**config.mk**
```make
export PLATFORM = sky130hd
export DESIGN_NAME = neuron_layer_scheduler
export DESIGN_NICKNAME = d
export VERILOG_FILES = /design/src/rtl/neuron_pkg.sv /design/src/rtl/neuron_saturate.sv /design/src/rtl/neuron_layer_scheduler.sv
export SDC_FILE = /design/constraint.sdc
export NUM_CORES = 1
export LEC_CHECK = 0
export BUFFER_PORTS_ARGS = -buffer_cell sky130_fd_sc_hd__buf_2
export CAP_MARGIN = 40
export CORE_ASPECT_RATIO = 1.5
export CORE_MARGIN = 3
export CORE_UTILIZATION = 55
export CTS_BUF_LIST = sky130_fd_sc_hd__clkbuf_8
export CTS_CLUSTER_DIAMETER = 120
export DETAILED_ROUTE_END_ITERATION = 10
export PLACE_DENSITY = 0.77
export SETUP_SLACK_MARGIN = 0.5
export SLEW_MARGIN = 20
export SYNTH_ARGS = -nofsm -noshare
export SYNTH_HDL_FRONTEND = slang
export SYNTH_SLANG_ARGS = --single-unit
```
**constraint.sdc**
```tcl
create_clock -name clk -period 4.4 [get_ports clk]
set_clock_uncertainty 0.05 [all_clocks]
set_input_delay 0.88 -clock clk [delete_from_list [all_inputs] [get_ports clk]]
set_output_delay 0.88 -clock clk [all_outputs]
set_load 0.1 [all_outputs]
```
**src/rtl/neuron_pkg.sv**
```systemverilog
// Shared types and constant helpers for the neuron layer scheduler.
// Honours NEURON_SCHED_BIAS_EN: when defined each weight row carries a trailing bias word.
package neuron_pkg;

  typedef enum logic [2:0] {
    IDLE = 3'd0,
    MAC  = 3'd1,
    SAT  = 3'd2,
    EMIT = 3'd3,
    DONE = 3'd4
  } sched_state_e;

  function automatic int sum_width(input int int_width, input int overflow_width);
    return 2 * int_width + overflow_width + 1;
  endfunction

  function automatic int row_len(input int n_in);
`ifdef NEURON_SCHED_BIAS_EN
    return n_in + 1;
`else
    return n_in;
`endif
  endfunction

  // Width of an index into n items, never narrower than one bit.
  function automatic int safe_clog2(input int n);
    return (n > 1) ? $clog2(n) : 1;
  endfunction

endpackage

```
**src/rtl/neuron_saturate.sv**
```systemverilog
// Clamps a signed fixed-point accumulator to an unsigned INT_WIDTH activation.
// Negative sums clamp to 0, sums at or above 1.0 clamp to all-ones.
module neuron_saturate
  import neuron_pkg::*;
#(
  parameter int INT_WIDTH      = 4,
  parameter int OVERFLOW_WIDTH = 2
) (
  input  logic signed [sum_width(INT_WIDTH, OVERFLOW_WIDTH)-1:0] acc,
  output logic        [INT_WIDTH-1:0]                            sat
);

  localparam int SUM_W = sum_width(INT_WIDTH, OVERFLOW_WIDTH);

  logic ovf_s;
  logic unused_frac_s;

  if (OVERFLOW_WIDTH > 0) begin : g_ovf
    assign ovf_s = |acc[SUM_W-2 -: OVERFLOW_WIDTH];
  end else begin : g_no_ovf
    assign ovf_s = 1'b0;
  end

  // Fractional bits below the output LSB are truncated.
  assign unused_frac_s = ^acc[INT_WIDTH-1:0];

  // Clamp selection.
  always_comb begin
    sat = {INT_WIDTH{1'b0}};
    if (acc[SUM_W-1]) begin
      sat = {INT_WIDTH{1'b0}};
    end else if (ovf_s) begin
      sat = {INT_WIDTH{1'b1}};
    end else begin
      sat = acc[2*INT_WIDTH-1:INT_WIDTH];
    end
  end

endmodule

```
**src/rtl/neuron_layer_scheduler.sv**
```systemverilog
// Time-multiplexes one MAC/saturate datapath over a layer of neurons, streaming weights from a sync-read memory.
// Optional bias word per row when NEURON_SCHED_BIAS_EN is defined.
module neuron_layer_scheduler
  import neuron_pkg::*;
#(
  parameter int INT_WIDTH      = 4,
  parameter int N_IN           = 2,
  parameter int N_NEURONS      = 4,
  parameter int OVERFLOW_WIDTH = 2,
  parameter int WEIGHT_WIDTH   = INT_WIDTH + OVERFLOW_WIDTH + 1
) (
  input  logic                                             clk,
  input  logic                                             rst,
  input  logic                                             start,
  input  logic        [N_IN*INT_WIDTH-1:0]                 in_vec,
  output logic                                             busy,
  output logic                                             done,
  output logic                                             w_rd_en,
  output logic        [safe_clog2(N_NEURONS*row_len(N_IN))-1:0] w_addr,
  input  logic signed [WEIGHT_WIDTH-1:0]                   w_data,
  output logic                                             out_valid,
  input  logic                                             out_ready,
  output logic        [safe_clog2(N_NEURONS)-1:0]          out_id,
  output logic        [INT_WIDTH-1:0]                      out_data
);

  localparam int ROW_LEN = row_len(N_IN);
  localparam int SUM_W   = sum_width(INT_WIDTH, OVERFLOW_WIDTH);
  localparam int AW      = safe_clog2(N_NEURONS * ROW_LEN);
  localparam int IDW     = safe_clog2(N_NEURONS);
  localparam int CW      = safe_clog2(ROW_LEN + 2);

  localparam logic [CW-1:0]  ROW_LAST = CW'(ROW_LEN);
  localparam logic [CW-1:0]  CNT_ONE  = CW'(1);
  localparam logic [IDW-1:0] ID_LAST  = IDW'(N_NEURONS - 1);
  localparam logic [IDW-1:0] ID_ONE   = IDW'(1);

  if (OVERFLOW_WIDTH < $clog2(ROW_LEN)) begin : g_ovf_check
    $error("OVERFLOW_WIDTH must be at least clog2(ROW_LEN)");
  end

  sched_state_e             state_r, state_s;
  logic [CW-1:0]            cnt_r, cnt_s, k_s;
  logic [IDW-1:0]           neuron_r, neuron_s;
  logic [INT_WIDTH-1:0]     in_r [N_IN];
  logic signed [SUM_W-1:0]  acc_r, acc_s, a_s, b_s, prod_s, term_s;
  logic [INT_WIDTH-1:0]     in_sel_s, sat_s;
  logic                     latch_s, load_out_s;
  logic                     busy_r, done_r, rd_en_r, valid_r;
  logic                     busy_s, done_s, rd_en_s, valid_s;
  logic [AW-1:0]            addr_r, addr_s;
  logic [IDW-1:0]           id_r, id_s;
  logic [INT_WIDTH-1:0]     data_r, data_s;

  // Product term for the weight word that arrived this cycle (row word cnt_r-1).
  always_comb begin
    k_s      = cnt_r - CNT_ONE;
    in_sel_s = {INT_WIDTH{1'b0}};
    for (int i = 0; i < N_IN; i++) begin
      in_sel_s = (k_s == CW'(i)) ? in_r[i] : in_sel_s;
    end
    a_s    = $signed({{(SUM_W-INT_WIDTH){1'b0}}, in_sel_s});
    b_s    = {{(SUM_W-WEIGHT_WIDTH){w_data[WEIGHT_WIDTH-1]}}, w_data};
    prod_s = a_s * b_s;
`ifdef NEURON_SCHED_BIAS_EN
    term_s = (k_s == CW'(N_IN)) ? (b_s <<< INT_WIDTH) : prod_s;
`else
    term_s = prod_s;
`endif
  end

  neuron_saturate #(
    .INT_WIDTH      (INT_WIDTH),
    .OVERFLOW_WIDTH (OVERFLOW_WIDTH)
  ) u_sat (
    .acc (acc_r),
    .sat (sat_s)
  );

  // Next-state, counters and accumulator.
  always_comb begin
    state_s    = state_r;
    cnt_s      = cnt_r;
    neuron_s   = neuron_r;
    acc_s      = acc_r;
    latch_s    = 1'b0;
    load_out_s = 1'b0;
    case (state_r)
      IDLE: begin
        if (start) begin
          state_s  = MAC;
          cnt_s    = {CW{1'b0}};
          neuron_s = {IDW{1'b0}};
          acc_s    = {SUM_W{1'b0}};
          latch_s  = 1'b1;
        end else begin
          state_s = IDLE;
        end
      end
      MAC: begin
        if (cnt_r != {CW{1'b0}}) begin
          acc_s = acc_r + term_s;
        end else begin
          acc_s = acc_r;
        end
        if (cnt_r == ROW_LAST) begin
          state_s = SAT;
          cnt_s   = {CW{1'b0}};
        end else begin
          cnt_s = cnt_r + CNT_ONE;
        end
      end
      SAT: begin
        state_s    = EMIT;
        load_out_s = 1'b1;
      end
      EMIT: begin
        if (out_ready && (neuron_r == ID_LAST)) begin
          state_s  = DONE;
          neuron_s = {IDW{1'b0}};
        end else if (out_ready) begin
          state_s  = MAC;
          neuron_s = neuron_r + ID_ONE;
          cnt_s    = {CW{1'b0}};
          acc_s    = {SUM_W{1'b0}};
        end else begin
          state_s = EMIT;
        end
      end
      DONE: begin
        state_s = IDLE;
      end
      default: begin
        state_s = IDLE;
      end
    endcase
  end

  // Output values registered alongside the state they belong to.
  always_comb begin
    busy_s  = (state_s == MAC) || (state_s == SAT) || (state_s == EMIT);
    done_s  = (state_s == DONE);
    valid_s = (state_s == EMIT);
    rd_en_s = 1'b0;
    addr_s  = addr_r;
    if ((state_s == MAC) && (cnt_s < ROW_LAST)) begin
      rd_en_s = 1'b1;
      addr_s  = AW'(int'(neuron_s) * ROW_LEN + int'(cnt_s));
    end else begin
      rd_en_s = 1'b0;
      addr_s  = addr_r;
    end
    if (load_out_s) begin
      id_s   = neuron_r;
      data_s = sat_s;
    end else begin
      id_s   = id_r;
      data_s = data_r;
    end
  end

  // State, datapath and output registers.
  always_ff @(posedge clk or posedge rst) begin
    if (rst) begin
      state_r  <= IDLE;
      cnt_r    <= {CW{1'b0}};
      neuron_r <= {IDW{1'b0}};
      acc_r    <= {SUM_W{1'b0}};
      busy_r   <= 1'b0;
      done_r   <= 1'b0;
      rd_en_r  <= 1'b0;
      valid_r  <= 1'b0;
      addr_r   <= {AW{1'b0}};
      id_r     <= {IDW{1'b0}};
      data_r   <= {INT_WIDTH{1'b0}};
      for (int i = 0; i < N_IN; i++) begin
        in_r[i] <= {INT_WIDTH{1'b0}};
      end
    end else begin
      state_r  <= state_s;
      cnt_r    <= cnt_s;
      neuron_r <= neuron_s;
      acc_r    <= acc_s;
      busy_r   <= busy_s;
      done_r   <= done_s;
      rd_en_r  <= rd_en_s;
      valid_r  <= valid_s;
      addr_r   <= addr_s;
      id_r     <= id_s;
      data_r   <= data_s;
      for (int i = 0; i < N_IN; i++) begin
        in_r[i] <= latch_s ? in_vec[i*INT_WIDTH +: INT_WIDTH] : in_r[i];
      end
    end
  end

  assign busy      = busy_r;
  assign done      = done_r;
  assign w_rd_en   = rd_en_r;
  assign w_addr    = addr_r;
  assign out_valid = valid_r;
  assign out_id    = id_r;
  assign out_data  = data_r;

endmodule

```
==> results by group, run 1 <==
Logic synthesis
  • Ys async rst share: 100%
  • Main synth FF type: dfrtp_1
  • Yosys reg bits: 39
  • Yosys top cell area share: 33.3%
  • Sequential-to-total area share from yosys stat: 33.3%
  • Number of synthesized flops with an enable pin: 0
  • Netlist area before placement: 2930 um^2
  • Yosys cell types: 42
  • Syn Inst Count: 289
  • Synthesized area per cell: 10.1 um^2
  • Synth area leaders: dfrtp_1 33%, fa_1 16%, ha_1 9.8%
  • YS warnings: 0
  • Cell accounting for the most synthesized area: dfrtp_1
  • Syn nets: 354

Final layout
  • Antenna diodes: 0
  • Post-route cell area: 3540 um^2
  • Share of layout cells above drive strength 1: 31.3%
  • Nets: 403
  • Syn-to-layout area delta: 20.8%

Global routing
  • Vias in the first global route: 2,249
  • Antenna violations before repair: 0
  • Aggregate global-route resource usage: 21.7%
  • GR Overflow Total: 0
  • Pin count of the biggest net entering global routing: 40
  • First-pass GRT wire length: 10,100 um

Routing
  • Routed WL: 6270 um
  • Final ANT Viol Nets: 0
  • DR DRC count: 0
  • Drt initial violations: 68
  • Via-to-Cell Ratio: 5.43
  • DRT Pass-1 Iters: 4
  • Vias: 2,200
  • Drt wl/cell: 15.5 um

STA
  • Final Critical Period: 3910 ps
  • Post-route clock period utilization: 88.8%
  • Setup-failing EPs final: 0
  • Worst setup margin: 493 ps
  • Max-slew headroom: 47.6%
  • Setup TNS: 0 ps
  • RSZ-0062 raised after global routing: yes
  • F_max: 0.256 GHz
  • Max Slew Vio Count: 0
  • Slew at the pin with the worst max-slew slack: 778 ps
  • Hold WS: 429 ps
  • Hold Violations, Final: 0

Clock tree
  • Worst-Skew Late Latency: 290 ps
  • Num Clock Sinks: 39
  • Worst-path clk slew: 80 ps
  • CTS Root Cell: clkbuf_8
  • Total CTS buffers: 5
  • # H-tree levels: 2
  • Clock Path Buffers: 2
  • CTS tree: built

Setup path
  • Worst setup path category: flop to flop
  • Worst Setup End Kind: flop
  • WP data required: 4530 ps
  • Largest fanout on the critical path: 5
  • Crit path launch type: flop
  • Worst Path Arrival: 4040 ps

Floorplanning
  • Row cnt: 31
  • Initial Util: 58.5%
  • # IOs: 32
  • Die Wd: 65.6 um
  • Die height: 95.4 um
  • Die area: 6260 um^2
  • Core Area: 5000 um^2

Hold path
  • Worst min-delay path class: flop to flop

Run status
  • Status: complete, no violations

Placed design
  • Gpl congestion: 0.819
  • I/O Buffers: 31
  • Pre-CTS WS: 107 ps
  • DP Area: 3160 um^2
  • Hpwl dp: 4520 um

Run
  • Maxcap violations: 0
-- final cells by class --
cell class	instances	area [um^2]
clock buffer	6	82.6
clock inverter	2	35.0
fill	360	1460
inverter	49	184
multi-input combinational	196	1900
sequential	39	978
tap	66	82.6
timing repair buffer	47	279
-- registers in the layout, summed over array words and instances, names as in the netlist --
name and cells:
acc_r 11, in_r 8, out_data 4, state_r 3, w_addr 3, cnt_r 2
neuron_r 2, out_id 2, busy 1, done 1, out_valid 1, w_rd_en 1
-- worst max-delay path: stages, from the launching register on --
cell	delay, ps
dfrtp_2	420
nor2b_4	240
a22o_4	220
nand2_4	80
fa_1	500
inv_1	50
fa_1	550
inv_2	50
fa_1	540
inv_2	50
ha_4	260
o21a_1	110
o31a_1	210
o21ai_2	80
a21o_1	170
a32o_1	230
-- per-stage QoR --
| step | util, % | instances |
|---|---|---|
| after detailed placement | 63.1 | 382 |
| after global placement | 63.1 | 382 |
| after floorplan | - | 289 |
| after global routing | 70.7 | 405 |
| after CTS | 69.0 | 396 |
| final | 70.7 | 405 |
-- final timing paths --
path | endpoint | startpoint | slack (ps) | cells past startpoint
min | out_data[3] | out_data[3] | 430 | 2
max | acc_r[8] | cnt_r[1] | 490 | 15
min in group asynchronous | out_valid | rst | 660 | 3
max reg2reg | acc_r[8] | cnt_r[1] | 490 | 15
min reg2reg | out_data[3] | out_data[3] | 430 | 2
max in group asynchronous | cnt_r[0] | rst | 3260 | 3
-- synth_stat cells, types with 3 or more instances --
cell     instances
inv_1           49
dfrtp_1         39
nand2_1         29
fa_1            23
ha_1            23
and2_1          20
mux2_2          12
o21ai_0         11
a22o_1           8
nor2b_1          8
a21oi_1          7
nor2_1           6
nor3_1           6
o31ai_1          5
xnor2_1          5
a21o_1           4
xor2_1           4
nand3_1          3
-- metal layers --
layer / track usage (%) / routed length [um] / share of wire, % / up-vias
met5: 0 / 0 / 0 / -
met3: 2.83 / 158 / 2.5 / 15
li1: - / - / - / 1045
met1: 23.2 / 2370 / 38 / 1101
met4: 11.1 / 178 / 2.8 / 0
met2: 40.7 / 3560 / 57 / 39
-- kinds of logic after synthesis --
group | share of synthesized area (%)
AND/OR/NAND/NOR | 15.4
buffers and inverters | 7.60
AO/OA/AOI/OAI | 10.9
adder cells (fa/ha/maj) | 25.5
flip-flops | 33.3
multiplexers | 4.61
XOR/XNOR | 2.69
-- layout by cell type (no fill, tap or decap), drive strengths merged, types with 2 or more instances in the layout --
master / instances
dfrtp: 39
nand3: 3
a32o: 2
a21oi: 7
buf: 47
mux2: 12
nor2b: 8
o31ai: 5
inv: 49
a211oi: 2
a22o: 8
xor2: 4
and2: 20
xnor2: 5
clkbuf: 6
a21o: 4
nand2: 29
o21ai: 11
nor2: 7
or3b: 2
nor3: 6
fa: 23
ha: 23
-- timing repair --
item                                    4_1_cts  5_1_grt
pin swaps                                    17       17
buffers inserted                              6        9
resized for setup                            33       12
hold buffers                                  0        0
endpoints found under the setup margin        6        4
Power of run 1 is not shown: default switching activity piles up to over one toggle a cycle in this logic, so the estimate is an artifact.
==> run 2, diff against run 1 <==
--- a/config.mk
+++ b/config.mk
@@ -9,11 +9,10 @@
 export CAP_MARGIN = 40
 export CORE_ASPECT_RATIO = 1.5
 export CORE_MARGIN = 3
-export CORE_UTILIZATION = 55
-export CTS_BUF_LIST = sky130_fd_sc_hd__clkbuf_8
+export CORE_UTILIZATION = 54
 export CTS_CLUSTER_DIAMETER = 120
 export DETAILED_ROUTE_END_ITERATION = 10
-export PLACE_DENSITY = 0.77
+export PLACE_DENSITY = 0.76
 export SETUP_SLACK_MARGIN = 0.5
 export SLEW_MARGIN = 20
 export SYNTH_ARGS = -nofsm -noshare
==> run 2 against run 1 <==
- final cell count down 0.49%
- critical path type unchanged
- core utilization down 3.7 points
- highest routed layer unchanged
- register-to-register slack worse by 20 ps
- flip-flop and latch count unchanged
- wire length up 2.3%
- maximum frequency down 0.40%
- critical endpoint unchanged
- first-iteration DRC count up 4.4%
==> results by group, run 2 (synthesis gave the netlist of run 1 again) <==
Run status
  • Status: complete, no violations

Setup path
  • Worst Setup End Kind: flop
  • CP bufs+invs: 3 (unchanged)
  • Kind of cell adding the most delay to the critical path: adder cells
  • R2R setup slack: 480 ps (-20 ps)
  • Worst r2r dst: acc_r[8]
  • Worst setup path category: flop to flop
  • Crit path cell chain: nor2b_4 > a22o_4 > nand2_4 > fa_1 > inv_1 > fa_1 > inv_2 > fa_1 > inv_2 > ha_4 > o21a_1 > o31a_1 > o21ai_2 > a21o_1 > a32o_1
  • CP max-delay cell: fa_1
  • Slowest stage delay, CP: 560 ps (about the same)
  • Worst Path Arrival: 4050 ps (about the same)
  • Largest fanout on the critical path: 6 (+1)
  • Crit path launch type: flop
  • Most used cell, CP: fa_1
  • Reg2reg path depth: 15 (unchanged)
  • Reg2Reg Launch Point: cnt_r[1]
  • WP data required: 4530 ps (about the same)

STA
  • Final Critical Period: 3920 ps (+15.7 ps)
  • F_max: 0.255 GHz (-0.40%)
  • Hold WS: 431 ps (+2.09 ps)
  • Post-route clock period utilization: 89.1% (+0.36 points)
  • Slew at the pin with the worst max-slew slack: 799 ps (+20.6 ps)
  • Setup-failing EPs final: 0 (unchanged)
  • Hold Violations, Final: 0 (unchanged)
  • Setup TNS: 0 ps (unchanged)
  • Max-slew headroom: 46.2% (-1.4 points)
  • Max Slew Vio Count: 0 (unchanged)
  • RSZ-0062 raised after global routing: yes

Placed design
  • Gpl congestion: 0.861 (+5.2%)
  • I/O Buffers: 31 (unchanged)
  • Dpl cells: 384 (+0.52%)
  • Hpwl dp: 4800 um (+6.1%)

Final layout
  • Max FFs per register: 11 (unchanged)
  • Most frequent cells in the layout: 44 x inv_1, 37 x dfrtp_1, 31 x buf_2
  • Filler cell count: 414 (+15%)
  • Nets: 399 (-0.99%)
  • Final Instance Count excl. Fillers: 403 (-0.49%)
  • Reg with most FFs: acc_r
  • Antenna diodes: 0 (unchanged)
  • Most common cell after layout, fill and taps aside: inv_1
  • Share of layout cells above drive strength 1: 29.0% (-2.3 points)
  • Syn-to-layout area delta: 19.2%

Hold path
  • Worst min-delay path class: flop to flop
  • Min-Delay Endpoint: out_data[2]
  • Cell depth of the worst hold path: 2 (unchanged)
  • Min-delay src: out_data[2]

Global routing
  • GR Overflow Total: 0 (unchanged)
  • Pin count of the biggest net entering global routing: 40 (unchanged)
  • Antenna violations before repair: 0 (unchanged)
  • Aggregate global-route resource usage: 21.6% (-0.095 points)
  • Vias in the first global route: 2,394 (+6.4%)
  • First-pass GRT wire length: 10,500 um (+3.2%)

Routing
  • Final ANT Viol Nets: 0 (unchanged)
  • DR DRC count: 0 (unchanged)
  • Drt initial violations: 71 (+4.4%)
  • Vias: 2,214 (+0.64%)
  • Drt wl/cell: 15.9 um (+2.8%)
  • DRT Pass-1 Iters: 4 (unchanged)
  • Routed WL: 6410 um (+2.3%)
  • Via-to-Cell Ratio: 5.49 (+1.1%)

Clock tree
  • Worst-path clk slew: 70 ps (about the same)
  • Clock Path Buffers: 2 (unchanged)
  • Total CTS buffers: 5 (unchanged)
  • Num Clock Sinks: 39 (unchanged)
  • CTS tree: built
  • # H-tree levels: 2 (unchanged)
  • Worst-Skew Late Latency: 290 ps (about the same)
  • CTS Root Cell: clkbuf_8
  • Hold_buf cts: 0 (unchanged)

Floorplanning
  • Row cnt: 32 (+3.2%)
  • # IOs: 32 (unchanged)
  • Die area: 6360 um^2 (+1.7%)
  • Die height: 96.2 um (+0.86%)
  • Core Area: 5200 um^2 (+4.0%)
  • Initial Util: 56.3% (-2.3 points)
  • Die Wd: 66.1 um (+0.84%)

Run
  • Maxcap violations: 0 (unchanged)
[run 2: cell types whose count changed in the layout (fill, tap and decap cells not counted), sizes merged]
cell	change
clkinv	-1
buf	-4
clkbuf	+2
bufinv	-1
[run 2: layout make-up]
class | count | area [um^2] | share of cell area (%)
clock buffers | 8 | 100 | 2.87
inverters | 49 | 184 | 5.27
multi-input cells | 196 | 1900 | 54.4
flip-flops and latches | 39 | 978 | 28.0
well taps | 68 | 85.1 | 2.44
repair buffers | 43 | 245 | 7.02
[run 2: timing repair]
item / CTS / global route
buffers inserted: 4 / 7
pin swaps: 4 / 10
resized for setup: 14 / 24
endpoints found under the setup margin: 5 / 5
[run 2: worst max-delay path by stage]
stage	start	endpoint	slack [ps]	cells after the start
5_1_grt	cnt_r[1]	acc_r[8]	320	15
3_3_place_gp	w_data[6]	acc_r[9]	180	15
6_report	cnt_r[1]	acc_r[8]	480	15
4_1_cts	cnt_r[0]	acc_r[9]	460	16
2_1_floorplan	cnt_r[1]	acc_r[9]	500	16
3_5_place_dp	cnt_r[1]	acc_r[9]	140	16
[run 2: routing by layer]
layer	global-route usage [%]	part of all wire [%]	up-vias
li1	-	-	1042
met1	23.7	36	1107
met4	11.2	3.6	0
met3	2.80	2.7	20
met2	39.8	58	45
met5	0	0	-
[run 2: through the flow]
stage          area, um^2  setup WS [ps]  utilization, %
2_1_floorplan        2950            495               -
5_1_grt              3490            319            67.1
3_3_place_gp         3160            178            60.7
4_1_cts              3330            460            63.9
3_5_place_dp         3160            141            60.7
6_report             3490            478            67.1
[run 2: tightest hold or removal path, delay by kind of cell (launching register included)]
family          cells  cell delay [ps]
simple gates        1               50
compound gates      1               50
flops               1              340
Power of run 2 is left out for the same reason.
